## src/rtl/calc_key_arbiter.sv

```systemverilog
// calc_key_arbiter
// Merges key events from the keypad scanner and the UART command decoder
// into the single btn_valid/btn_char strobe stream for the calculator FSM.
// Each source feeds its own FIFO. The sources are served round-robin, and
// a minimum idle gap is kept between issued keys. Illegal codes are dropped
// and counted. A 'C' from either source flushes all pending keys and is
// issued ahead of everything else.
//
// Ports:
//   clk, rst_n            clock, asynchronous active-low reset
//   kp_valid/kp_char      keypad key offer;   kp_ready = keypad FIFO not full
//   ur_valid/ur_char      UART key offer;     ur_ready = UART FIFO not full
//   hold                  downstream stall, no issue while high
//   btn_valid/btn_char    one-cycle key strobe and its code (registered)
//   grant_src             source of the issued key, 0 = keypad, 1 = UART
//   drop_cnt              saturating count of filtered illegal codes
//   busy                  clear pending, any FIFO non-empty, or gap running
module calc_key_arbiter #(
    parameter int DEPTH = 4,
    parameter int GAP   = 2
) (
    input  logic       clk,
    input  logic       rst_n,
    input  logic       kp_valid,
    input  logic [7:0] kp_char,
    output logic       kp_ready,
    input  logic       ur_valid,
    input  logic [7:0] ur_char,
    output logic       ur_ready,
    input  logic       hold,
    output logic       btn_valid,
    output logic [7:0] btn_char,
    output logic       grant_src,
    output logic [7:0] drop_cnt,
    output logic       busy
);

    localparam int              AW    = (DEPTH > 1) ? $clog2(DEPTH) : 1;
    localparam int              CW    = AW + 1;
    localparam logic [CW-1:0]   FULL  = CW'(DEPTH);
    localparam logic [3:0]      GAP_L = 4'(GAP);
    localparam logic [7:0]      CHR_C = 8'h43;

    // Legal key set: digits, + - * =, C and backspace.
    function automatic logic is_legal(input logic [7:0] c);
        logic ok;
        if ((c >= 8'h30) && (c <= 8'h39)) begin
            ok = 1'b1;
        end else begin
            case (c)
                8'h2A, 8'h2B, 8'h2D, 8'h3D, 8'h43, 8'h08: ok = 1'b1;
                default:                                  ok = 1'b0;
            endcase
        end
        return ok;
    endfunction

    // Source-indexed views of the inputs (0 = keypad, 1 = UART).
    logic [1:0] in_valid_s;
    logic [7:0] in_char_s [2];

    assign in_valid_s   = {ur_valid, kp_valid};
    assign in_char_s[0] = kp_char;
    assign in_char_s[1] = ur_char;

    // Registered state.
    logic [7:0]    mem_q [2][DEPTH];
    logic [AW-1:0] wp_q  [2];
    logic [AW-1:0] rp_q  [2];
    logic [CW-1:0] cnt_q [2];
    logic          pclr_q;
    logic          clr_src_q;
    logic          last_q;
    logic [3:0]    gap_q;
    logic [7:0]    drop_q;
    logic          btn_valid_q;
    logic [7:0]    btn_char_q;
    logic          grant_q;
    logic          busy_q;

    // Next-state values.
    logic [AW-1:0] wp_d  [2];
    logic [AW-1:0] rp_d  [2];
    logic [CW-1:0] cnt_d [2];
    logic          pclr_d;
    logic          clr_src_d;
    logic          last_d;
    logic [3:0]    gap_d;
    logic [7:0]    drop_d;
    logic [7:0]    btn_char_d;
    logic          grant_d;
    logic          busy_d;

    // Per-cycle decode.
    logic [1:0] ready_s;
    logic [1:0] acc_s;
    logic [1:0] isc_s;
    logic [1:0] ill_s;
    logic [1:0] push_s;
    logic [1:0] pop_s;
    logic [1:0] nonempty_s;
    logic       any_c_s;
    logic       issue_s;
    logic       pick_s;
    logic [8:0] drop_sum_s;

    // Accept/filter decode, arbitration and next-state computation.
    always_comb begin
        for (int s = 0; s < 2; s++) begin
            ready_s[s]    = (cnt_q[s] != FULL);
            acc_s[s]      = in_valid_s[s] && ready_s[s];
            isc_s[s]      = acc_s[s] && (in_char_s[s] == CHR_C);
            ill_s[s]      = acc_s[s] && !is_legal(in_char_s[s]);
            nonempty_s[s] = (cnt_q[s] != {CW{1'b0}});
        end
        any_c_s = |isc_s;
        // A 'C' on this edge also discards a legal key from the other source.
        for (int s = 0; s < 2; s++) begin
            push_s[s] = acc_s[s] && !ill_s[s] && !any_c_s;
        end

        issue_s = (gap_q == 4'd0) && !hold && (pclr_q || (|nonempty_s));

        if (nonempty_s[0] && nonempty_s[1]) begin
            pick_s = ~last_q;
        end else if (nonempty_s[0]) begin
            pick_s = 1'b0;
        end else begin
            pick_s = 1'b1;
        end

        pop_s[0] = issue_s && !pclr_q && (pick_s == 1'b0);
        pop_s[1] = issue_s && !pclr_q && (pick_s == 1'b1);

        // FIFO bookkeeping; a flush wins over any push/pop on the same edge.
        for (int s = 0; s < 2; s++) begin
            if (any_c_s) begin
                cnt_d[s] = {CW{1'b0}};
                wp_d[s]  = {AW{1'b0}};
                rp_d[s]  = {AW{1'b0}};
            end else begin
                cnt_d[s] = cnt_q[s] + CW'(push_s[s]) - CW'(pop_s[s]);
                wp_d[s]  = push_s[s] ? (wp_q[s] + AW'(1)) : wp_q[s];
                rp_d[s]  = pop_s[s]  ? (rp_q[s] + AW'(1)) : rp_q[s];
            end
        end

        // A new 'C' keeps one clear pending even if one is issued now.
        if (any_c_s) begin
            pclr_d    = 1'b1;
            clr_src_d = isc_s[0] ? 1'b0 : 1'b1;
        end else if (issue_s && pclr_q) begin
            pclr_d    = 1'b0;
            clr_src_d = clr_src_q;
        end else begin
            pclr_d    = pclr_q;
            clr_src_d = clr_src_q;
        end

        if (|pop_s) begin
            last_d = pick_s;
        end else begin
            last_d = last_q;
        end

        if (issue_s) begin
            gap_d = GAP_L;
        end else if (gap_q != 4'd0) begin
            gap_d = gap_q - 4'd1;
        end else begin
            gap_d = 4'd0;
        end

        drop_sum_s = {1'b0, drop_q} + 9'(ill_s[0]) + 9'(ill_s[1]);
        if (drop_sum_s[8]) begin
            drop_d = 8'hFF;
        end else begin
            drop_d = drop_sum_s[7:0];
        end

        // The issued key uses the pre-flush head of the granted FIFO.
        if (issue_s && pclr_q) begin
            btn_char_d = CHR_C;
            grant_d    = clr_src_q;
        end else if (issue_s) begin
            btn_char_d = mem_q[pick_s][rp_q[pick_s]];
            grant_d    = pick_s;
        end else begin
            btn_char_d = 8'h00;
            grant_d    = 1'b0;
        end

        busy_d = pclr_d || (cnt_d[0] != {CW{1'b0}}) ||
                 (cnt_d[1] != {CW{1'b0}}) || (gap_d != 4'd0);
    end

    // Control state and registered outputs.
    always_ff @(posedge clk or negedge rst_n) begin
        if (!rst_n) begin
            for (int s = 0; s < 2; s++) begin
                wp_q[s]  <= {AW{1'b0}};
                rp_q[s]  <= {AW{1'b0}};
                cnt_q[s] <= {CW{1'b0}};
            end
            pclr_q      <= 1'b0;
            clr_src_q   <= 1'b0;
            last_q      <= 1'b1;
            gap_q       <= 4'd0;
            drop_q      <= 8'h00;
            btn_valid_q <= 1'b0;
            btn_char_q  <= 8'h00;
            grant_q     <= 1'b0;
            busy_q      <= 1'b0;
        end else begin
            for (int s = 0; s < 2; s++) begin
                wp_q[s]  <= wp_d[s];
                rp_q[s]  <= rp_d[s];
                cnt_q[s] <= cnt_d[s];
            end
            pclr_q      <= pclr_d;
            clr_src_q   <= clr_src_d;
            last_q      <= last_d;
            gap_q       <= gap_d;
            drop_q      <= drop_d;
            btn_valid_q <= issue_s;
            btn_char_q  <= btn_char_d;
            grant_q     <= grant_d;
            busy_q      <= busy_d;
        end
    end

    // FIFO storage writes.
    always_ff @(posedge clk or negedge rst_n) begin
        if (!rst_n) begin
            for (int s = 0; s < 2; s++) begin
                for (int i = 0; i < DEPTH; i++) begin
                    mem_q[s][i] <= 8'h00;
                end
            end
        end else begin
            for (int s = 0; s < 2; s++) begin
                if (push_s[s]) begin
                    mem_q[s][wp_q[s]] <= in_char_s[s];
                end
            end
        end
    end

    assign kp_ready  = ready_s[0];
    assign ur_ready  = ready_s[1];
    assign btn_valid = btn_valid_q;
    assign btn_char  = btn_char_q;
    assign grant_src = grant_q;
    assign drop_cnt  = drop_q;
    assign busy      = busy_q;

endmodule

```

## config.mk

```make
export PLATFORM = sky130hd
export DESIGN_NAME = calc_key_arbiter
export DESIGN_NICKNAME = d
export VERILOG_FILES = /design/src/rtl/calc_key_arbiter.sv
export SDC_FILE = /design/constraint.sdc
export NUM_CORES = 1
export LEC_CHECK = 0
export BUFFER_PORTS_ARGS = -buffer_cell sky130_fd_sc_hd__buf_2
export CORE_UTILIZATION = 50
export DETAILED_ROUTE_END_ITERATION = 10
export PLACE_DENSITY = 0.66
export SLEW_MARGIN = 5
export SYNTH_ARGS = -nofsm -noshare
export SYNTH_HDL_FRONTEND = slang
export SYNTH_SLANG_ARGS = --single-unit
```

## constraint.sdc

```tcl
create_clock -name clk -period 4.4 [get_ports clk]
set_input_delay 0.66 -clock clk [delete_from_list [all_inputs] [get_ports clk]]
set_output_delay 0.66 -clock clk [all_outputs]
set_load 0.02 [all_outputs]
```

==> impl_metrics.tcl, run 1 <==
set metrics [dict create \
    clock_latency_ns 0.37 \
    initial_core_util 0.513 \
    ir_drop_mv 0.307 \
    tritoncts "built" \
    synthMuxAreaShare 0.179 \
    end_kind "flip-flop" \
    htreeDepth 3 \
    firstDrtPassIters 9 \
    fp.dieH_um 102 \
    hold_buffers 0 \
    setup-tns-final_ns 0 \
    row_count 36 \
    yosys.area_share.xor_xnor 0.0228 \
    synth_common_cells "103 x dfrtp_1, 54 x mux2_2, 26 x nand2_1" \
    vias 3256 \
    place_ws_ns 0.618 \
    maxCapViolCount 0 \
    synth-async-reset-ratio 1.00 \
    fin_nets 492 \
    ys_seq_area_frac 0.521 \
    cts.sinks 104 \
    grt_overflow_total 0 \
    max_freq_ghz 0.279 \
    seqPwrFrac 0.445 \
    yosysMostFrequentCell "dfrtp_1" \
    required_ns 4.65 \
    dieArea_um2 10400 \
    synth_edf_count 0 \
    rsz0062_at_grt "false" \
    pwr-share-comb 0.364 \
    synth_top_family_by_area "multiplexers" \
    r2r_slack_ns 0.82 \
    clkPwrFrac 0.191 \
    grt_max_degree 76 \
    drive_above_1_share 0.300 \
    ys.warnings.count 0 \
    grt_pass1_wl_um 16600 \
    min_period_ns 3.58 \
    yosys-top-cells-area "dfrtp_1 52%, mux2_2 12%, ha_1 3.3%" \
    crit_arrival_ns 3.84 \
    syn_inst 406 \
    critPathKind "reg2reg" \
    ctsRootBufferMaster "clkbuf_8" \
    io_pins 42 \
    routed_wl_um 10200 \
    reg2reg_depth 10 \
    cts_setup_buffers 0 \
    clock_path_buffers 2 \
    slew_violations 0 \
    p_sw_w 0.00124 \
    pwr_density_cell_nw_per_um2 587 \
    remaining_drc_errors 1 \
    internal_power_w 0.00204 \
    tightest_slew_ns 0.936 \
    worst_slack_ns 0.817 \
    crit_fanout 7 \
    synth_cell_type_count 51 \
    r2r-start "gap_q[0]" \
    clk_pin_slew_ns 0.10 \
    n_antenna_cell 0 \
    viasPerCell 5.49 \
    synth-simple-area-share 0.150 \
    place_congestion 0.786 \
    slew_headroom 0.376 \
    hold_viol 0 \
    chipWidth_um 102 \
    p_sw_frac 0.378 \
    syn_to_final_growth_pct 11.8 \
    setup_viol 0 \
    port_buffers 41 \
    cts_buffers 9 \
    synth_fa_ha_area_frac 0.0446 \
    fin_crit_sh 0.814 \
    syn-num-nets 443 \
    synth_compound_area_frac 0.0639 \
    failed_checks "DRC" \
    synth_top_area_cell "dfrtp_1" \
    synth_area_um2 4990 \
    avgSynthCellArea_um2 12.3 \
    synthFlopType "dfrtp_1" \
    drtIter0Drc 96 \
    core-area_um2 9730 \
    grtUsageTotal 0.216 \
    antenna_left 0 \
    synth_top_area_frac 0.516 \
    synth-seq-cells 104 \
    first_global_vias 3262 \
    status "finished with violations" \
    ctsResizeCount 0 \
    dp_hpwl_um 7250 \
    antenna_found_initial 0 \
    cp-start-kind "flip-flop" \
    p_leak_nw 2.68 \
    min_path_type "in2async" \
    wl_per_cell_um 17.2 \
    fin_worst_skew_ns 0.0139 \
    r2r_end "busy" \
]
## sequential cells by signal (all words and copies together), names as in the netlist
register	cells
wp_q	4
btn_char	8
grant_src	1
last_q	1
rp_q	4
busy	1
btn_valid	1
mem_q	64
pclr_q	1
clr_src_q	1
gap_q	4
cnt_q	6
drop_cnt	8
## layer usage
layer	vias up	share of wire	track usage
met5	-	0	0
met4	0	0.013	0.0769
met3	10	0.021	0.0287
met2	44	0.51	0.376
met1	1649	0.46	0.279
li1	1553	-	-
## worst max-delay path, cell delays in order, from the launching register on
cell      delay (ns)
dfrtp_1         0.43
or4_1           0.61
a2111o_1        0.46
nor2_1          0.28
ha_1            0.28
inv_1           0.05
ha_1            0.16
fa_1            0.44
nor4b_1         0.33
nand4_1         0.11
or3_1           0.32
## layout make-up
cell class                 instances  area [um^2]
tap                              133          166
sequential                       104         2600
fill                             842         4150
timing repair buffer              46          245
multi-input combinational        279         2300
clock inverter                     7         88.8
inverter                          15         56.3
clock buffer                       9          124
## power by group through the flow
stage                     Clock [W]  Sequential (W)  Combinational (W)
after floorplan                   0         0.00144           0.000874
after global placement            0         0.00147            0.00117
after detailed placement          0         0.00148            0.00121
after CTS                  0.000642         0.00146            0.00121
after global routing       0.000673         0.00150            0.00131
final                      0.000626         0.00146            0.00119
## cell usage in the layout (no fill, tap or decap), drive strengths merged, types with 9 or more instances in the layout
cell type  netlist  routed
o211ai           9       9
nor2b           19      19
inv             15      17
ha              13      13
dfrtp          103     103
mux2            54      54
buf              5      46
nand3           16      16
clkbuf           3       9
nor2            28      28
mux2i           15      15
xnor2            9       9
nand2           26      26
## worst max path at each step
stage / from / end / cells past startpoint
after floorplan: ur_char[3] / busy / 12
final: gap_q[0] / busy / 10
after detailed placement: kp_char[3] / busy / 13
after CTS: gap_q[0] / busy / 10
after global routing: gap_q[0] / busy / 10
after global placement: kp_char[3] / busy / 13
## cells by family after synthesis
kind of cell	count (synthesis)
fa+ha+maj	16
flops	104
xor+xnor	13
compound gates	43
buf+inv	23
mux	75
simple gates	132
## metrics by stage
stage	instance area [um^2]	std cells	hold slack [ns]	power, W	util
4_1_cts	5580	593	0.448	0.00331	0.574
2_1_floorplan	4990	406	0.364	0.00232	-
5_1_grt	5580	593	0.508	0.00349	0.574
3_3_place_gp	5370	577	0.465	0.00264	0.552
3_5_place_dp	5370	577	0.474	0.00269	0.552
6_report	5580	593	0.432	0.00328	0.574
(Power assumes the default switching activity.)
==> run 2, diff against run 1 <==
- clock period: 4.4 -> 3.7 ns (I/O delays scaled with it)
==> run 2 against run 1 <==
The flow still finishes with violations (DRC). Sequential power rose by 18%. Utilization rose by 0.63 points. Setup slack got worse by 0.43 ns. Clock skew up 0.0052 ns. Via count up 0.34%. Die area unchanged. Clock power grew 23%. Register-to-register slack lost 0.43 ns. Design area increased by 1.1%. Combinational power rose by 20%. Largest power group unchanged.
==> impl_metrics.tcl, run 2 (synthesis results as in run 1) <==
set metrics [dict create \
    status "finished with violations" \
    failed_checks "DRC" \
    tritoncts "built" \
    chipWidth_um 102 \
    viasPerCell 5.45 \
    largest_register_ffs 64 \
    grt_max_degree 81 \
    end_kind "flip-flop" \
    dieArea_um2 10400 \
    tightest_slew_ns 1.02 \
    remaining_drc_errors 1 \
    dpl-instance-area_um2 5420 \
    grt_overflow_total 0 \
    final_common_cell "dfrtp_1" \
    critPathKind "reg2reg" \
    hold_viol 0 \
    maxCapViolCount 0 \
    fp.dieH_um 102 \
    cp_slowest_cell "fa_1" \
    port_buffers 41 \
    wl_per_cell_um 17.0 \
    first_global_vias 3329 \
    max_freq_ghz 0.302 \
    crit_fanout 5 \
    p_leak_nw 2.73 \
    min_period_ns 3.31 \
    nFillCells 821 \
    n_antenna_cell 0 \
    crit_arrival_ns 3.57 \
    cp-start-kind "flip-flop" \
    drtIter0Drc 117 \
    mostFrequentLayoutCells "103 x dfrtp_1, 54 x mux2_2, 40 x buf_2" \
    dp_hpwl_um 7290 \
    hold_buffers 0 \
    rsz0062_at_grt "false" \
    fin_crit_sh 0.896 \
    slew_violations 0 \
    cts_setup_buffers 0 \
    grt_pass1_wl_um 17000 \
    regArea_um2 2600 \
    stdcell_count 600 \
    cts.sinks 104 \
    setup-tns-final_ns 0 \
    min_path_type "in2async" \
    firstDrtPassIters 7 \
    row_count 36 \
    routed_wl_um 10200 \
    place_congestion 0.752 \
    multiInputGateArea_um2 2300 \
    cts_buffers 9 \
    r2r_slack_ns 0.39 \
    critical-path-max-stage-delay_ns 0.49 \
    clock_latency_ns 0.39 \
    core-area_um2 9730 \
    ir_drop_mv 0.462 \
    antenna_found_initial 0 \
    required_ns 3.96 \
    ctsRootBufferMaster "clkbuf_8" \
    drive_above_1_share 0.310 \
    regMostFlops "mem_q" \
    dpl.cell_count 584 \
    clk_pin_slew_ns 0.08 \
    pwr_density_cell_nw_per_um2 697 \
    design_area_um2 5640 \
    fin_nets 499 \
    final_util 0.580 \
    fin_worst_skew_ns 0.0192 \
    io_pins 42 \
    vias 3267 \
    place_ws_ns 0.220 \
    slew_headroom 0.321 \
    crit_chain "or3b_1 > and4_4 > nor3b_4 > nand2_1 > ha_1 > inv_1 > ha_1 > inv_1 > fa_1 > nor4b_1 > nand4_1 > or3_1" \
    initial_core_util 0.513 \
    clock_path_buffers 2 \
    setup_viol 0 \
    worst_slack_ns 0.386 \
    antenna_left 0 \
    ctsResizeCount 0 \
    grtUsageTotal 0.223 \
    htreeDepth 3 \
    syn_to_final_growth_pct 13.0 \
]
-- run 2: metal layers --
layer | part of all wire | track usage | wire length, um
met1 | 0.45 | 0.284 | 4570
met2 | 0.50 | 0.366 | 5110
met3 | 0.029 | 0.0663 | 301
met4 | 0.022 | 0.0725 | 226
met5 | 0 | 0 | 0
-- run 2: critical path: cells and delay by family (launching register included) --
family        cells  cell delay, ns
fa+ha+maj         3            0.88
buf+inv           2            0.10
flops             1            0.42
simple gates      7            1.78
-- run 2: metrics by stage --
| step | total power [W] | hold WS [ns] |
|---|---|---|
| CTS | 0.00398 | 0.361 |
| finish | 0.00393 | 0.334 |
| detailed placement | 0.00320 | 0.469 |
| global placement | 0.00316 | 0.464 |
| floorplan | 0.00275 | 0.259 |
| global route | 0.00423 | 0.406 |
-- run 2: power breakdown --
| part | switching [W] | total [W] | internal [W] |
|---|---|---|---|
| logic | 0.000756 | 0.00143 | 0.000679 |
| registers | 0.000293 | 0.00173 | 0.00144 |
| clock network | 0.000393 | 0.000768 | 0.000376 |
-- run 2: layout make-up --
type                            instances  share of cell area
Clock buffer                           12              0.0293
Clock inverter                          4             0.00998
Inverter                               15             0.00998
Multi-Input combinational cell        279               0.407
Sequential cell                       104               0.461
Tap cell                              133              0.0295
Timing Repair Buffer                   53              0.0528
-- run 2: worst paths after layout --
kind,end,startpoint,cells past startpoint
worst min-delay path,gap_q[2],rst_n,1
worst min register to register,mem_q[30],mem_q[30],1
max in group asynchronous,last_q,rst_n,2
min in group clk,mem_q[30],mem_q[30],1
worst max register to register,busy,cnt_q[4],12
worst max-delay path,busy,cnt_q[4],12
==> run 3, diff against run 2 <==
- clock period: 3.7 -> 4.16 ns (I/O delays scaled with it)
==> run 3 against run 2 <==
The run still ends with DRC left. Power shrank 13%. Clock skew fell by 0.0068 ns. Sequential power fell by 11%. Count of clock-buffer cells in the layout down 1. Die area unchanged. Design area shrank 1.4%. First-iteration DRC count is 38% lower. Combinational power decreased by 12%. Utilization is 0.80 points lower. Global-route usage shrank 0.25 points. Non-clock buffer count is 7 lower. Largest cell class unchanged. Highest routed layer unchanged.
==> impl_metrics.tcl, run 3 (synthesis results as in run 1) <==
set metrics [dict create \
    status "finished with violations" \
    failed_checks "DRC" \
    wl_per_cell_um 17.2 \
    required_ns 4.42 \
    setup_viol 0 \
    cp-start-kind "flip-flop" \
    nFillCells 853 \
    end_kind "flip-flop" \
    critPathKind "reg2reg" \
    grt_overflow_total 0 \
    io_pins 42 \
    hold_buffers 0 \
    clkPwrFrac 0.185 \
    cp-startpoint "gap_q[0]" \
    dieArea_um2 10400 \
    p_sw_frac 0.375 \
    remaining_drc_errors 1 \
    reg2reg_depth 10 \
    ctsResizeCount 0 \
    crit_arrival_ns 3.82 \
    dp_hpwl_um 7260 \
    routed_wl_um 10200 \
    clock_path_buffers 2 \
    fin_hold_ws_ns 0.395 \
    setup-tns-final_ns 0 \
    internal_power_w 0.00215 \
    fin_worst_skew_ns 0.0124 \
    cts_setup_buffers 0 \
    max_freq_ghz 0.281 \
    antenna_left 0 \
    vias 3256 \
    min_period_ns 3.56 \
    maxCapViolCount 0 \
    clk_pin_slew_ns 0.10 \
    syn_to_final_growth_pct 11.4 \
    seqPwrFrac 0.448 \
    ctsRootBufferMaster "clkbuf_8" \
    initial_core_util 0.513 \
    largest_register_ffs 64 \
    pwr-share-comb 0.367 \
    htreeDepth 3 \
    slew_violations 0 \
    ir_drop_mv 0.318 \
    hold_viol 0 \
    n_antenna_cell 0 \
    port_buffers 41 \
    core-area_um2 9730 \
    fp.dieH_um 102 \
    fin_nets 492 \
    cts.sinks 104 \
    r2r-start "gap_q[0]" \
    pwr_density_cell_nw_per_um2 618 \
    first_global_vias 3436 \
    antenna_found_initial 0 \
    p_sw_w 0.00129 \
    grt_max_degree 81 \
    place_congestion 0.772 \
    tightest_slew_ns 1.00 \
    rsz0062_at_grt "false" \
    grt_pass1_wl_um 17100 \
    cts_buffers 9 \
    final_common_cell "dfrtp_1" \
    crit_fanout 7 \
    row_count 36 \
    firstDrtPassIters 7 \
    p_leak_nw 2.67 \
    chipWidth_um 102 \
    regMostFlops "mem_q" \
    clock_latency_ns 0.37 \
    drive_above_1_share 0.296 \
    fin_crit_sh 0.856 \
    min_path_type "in2async" \
    drtIter0Drc 72 \
    mostFrequentLayoutCells "103 x dfrtp_1, 54 x mux2_2, 40 x buf_2" \
    grtUsageTotal 0.220 \
    tritoncts "built" \
    r2r_slack_ns 0.60 \
    viasPerCell 5.49 \
    slew_headroom 0.332 \
]
run 3: cell types whose count changed in the layout (fill, tap and decap cells not counted), sizes merged:
| cell | before | now |
|---|---|---|
| buf | 53 | 46 |
| inv | 18 | 17 |
| clkbuf | 12 | 11 |
| clkinvlp | 0 | 2 |
run 3: cell type report:
| type | count | area (um^2) | area share |
|---|---|---|---|
| Inverter | 15 | 56.3 | 0.0101 |
| Clock buffer | 11 | 131 | 0.0236 |
| Tap cell | 133 | 166 | 0.0299 |
| Clock inverter | 5 | 65.1 | 0.0117 |
| Timing Repair Buffer | 46 | 245 | 0.0441 |
| Multi-Input combinational cell | 279 | 2300 | 0.413 |
| Sequential cell | 104 | 2600 | 0.468 |
run 3: routing by layer:
| metal | global-route usage | vias to the layer above | routed length, um |
|---|---|---|---|
| li1 | - | 1543 | - |
| met1 | 0.277 | 1620 | 4630 |
| met2 | 0.359 | 65 | 4870 |
| met3 | 0.0513 | 28 | 328 |
| met4 | 0.108 | 0 | 370 |
| met5 | 0 | - | 0 |
run 3: critical path: stages (launching register included):
cell      delay (ns)
dfrtp_1         0.42
or4_1           0.59
a2111o_1        0.45
nor2_1          0.30
ha_1            0.30
inv_1           0.06
ha_1            0.15
fa_1            0.43
nor4b_1         0.33
nand4_1         0.12
or3_1           0.31
run 3: per-stage QoR:
stage               instances  power, W   util  cell area [um^2]  setup WS, ns
floorplan                 406   0.00245      -              4990         0.747
CTS                       593   0.00348  0.572              5570         0.591
detailed placement        577   0.00283  0.552              5370         0.503
finish                    593   0.00344  0.572              5570         0.599
global placement          577   0.00279  0.552              5370         0.598
global route              593   0.00368  0.572              5570         0.359
run 3: path summary, 6_finish.rpt:
check / endpoint
min in group clk: mem_q[23]
worst min-delay path: gap_q[2]
worst max-delay path: busy
max in group asynchronous: btn_char[4]
worst max register to register: busy
worst min register to register: mem_q[23]
run 3: power by group through the flow:
stage	clock network [W]	logic (W)	registers [W]
final	0.000636	0.00126	0.00154
after global placement	0	0.00124	0.00155
after global routing	0.000698	0.00140	0.00158
after CTS	0.000657	0.00128	0.00154
after floorplan	0	0.000925	0.00152
after detailed placement	0	0.00127	0.00156
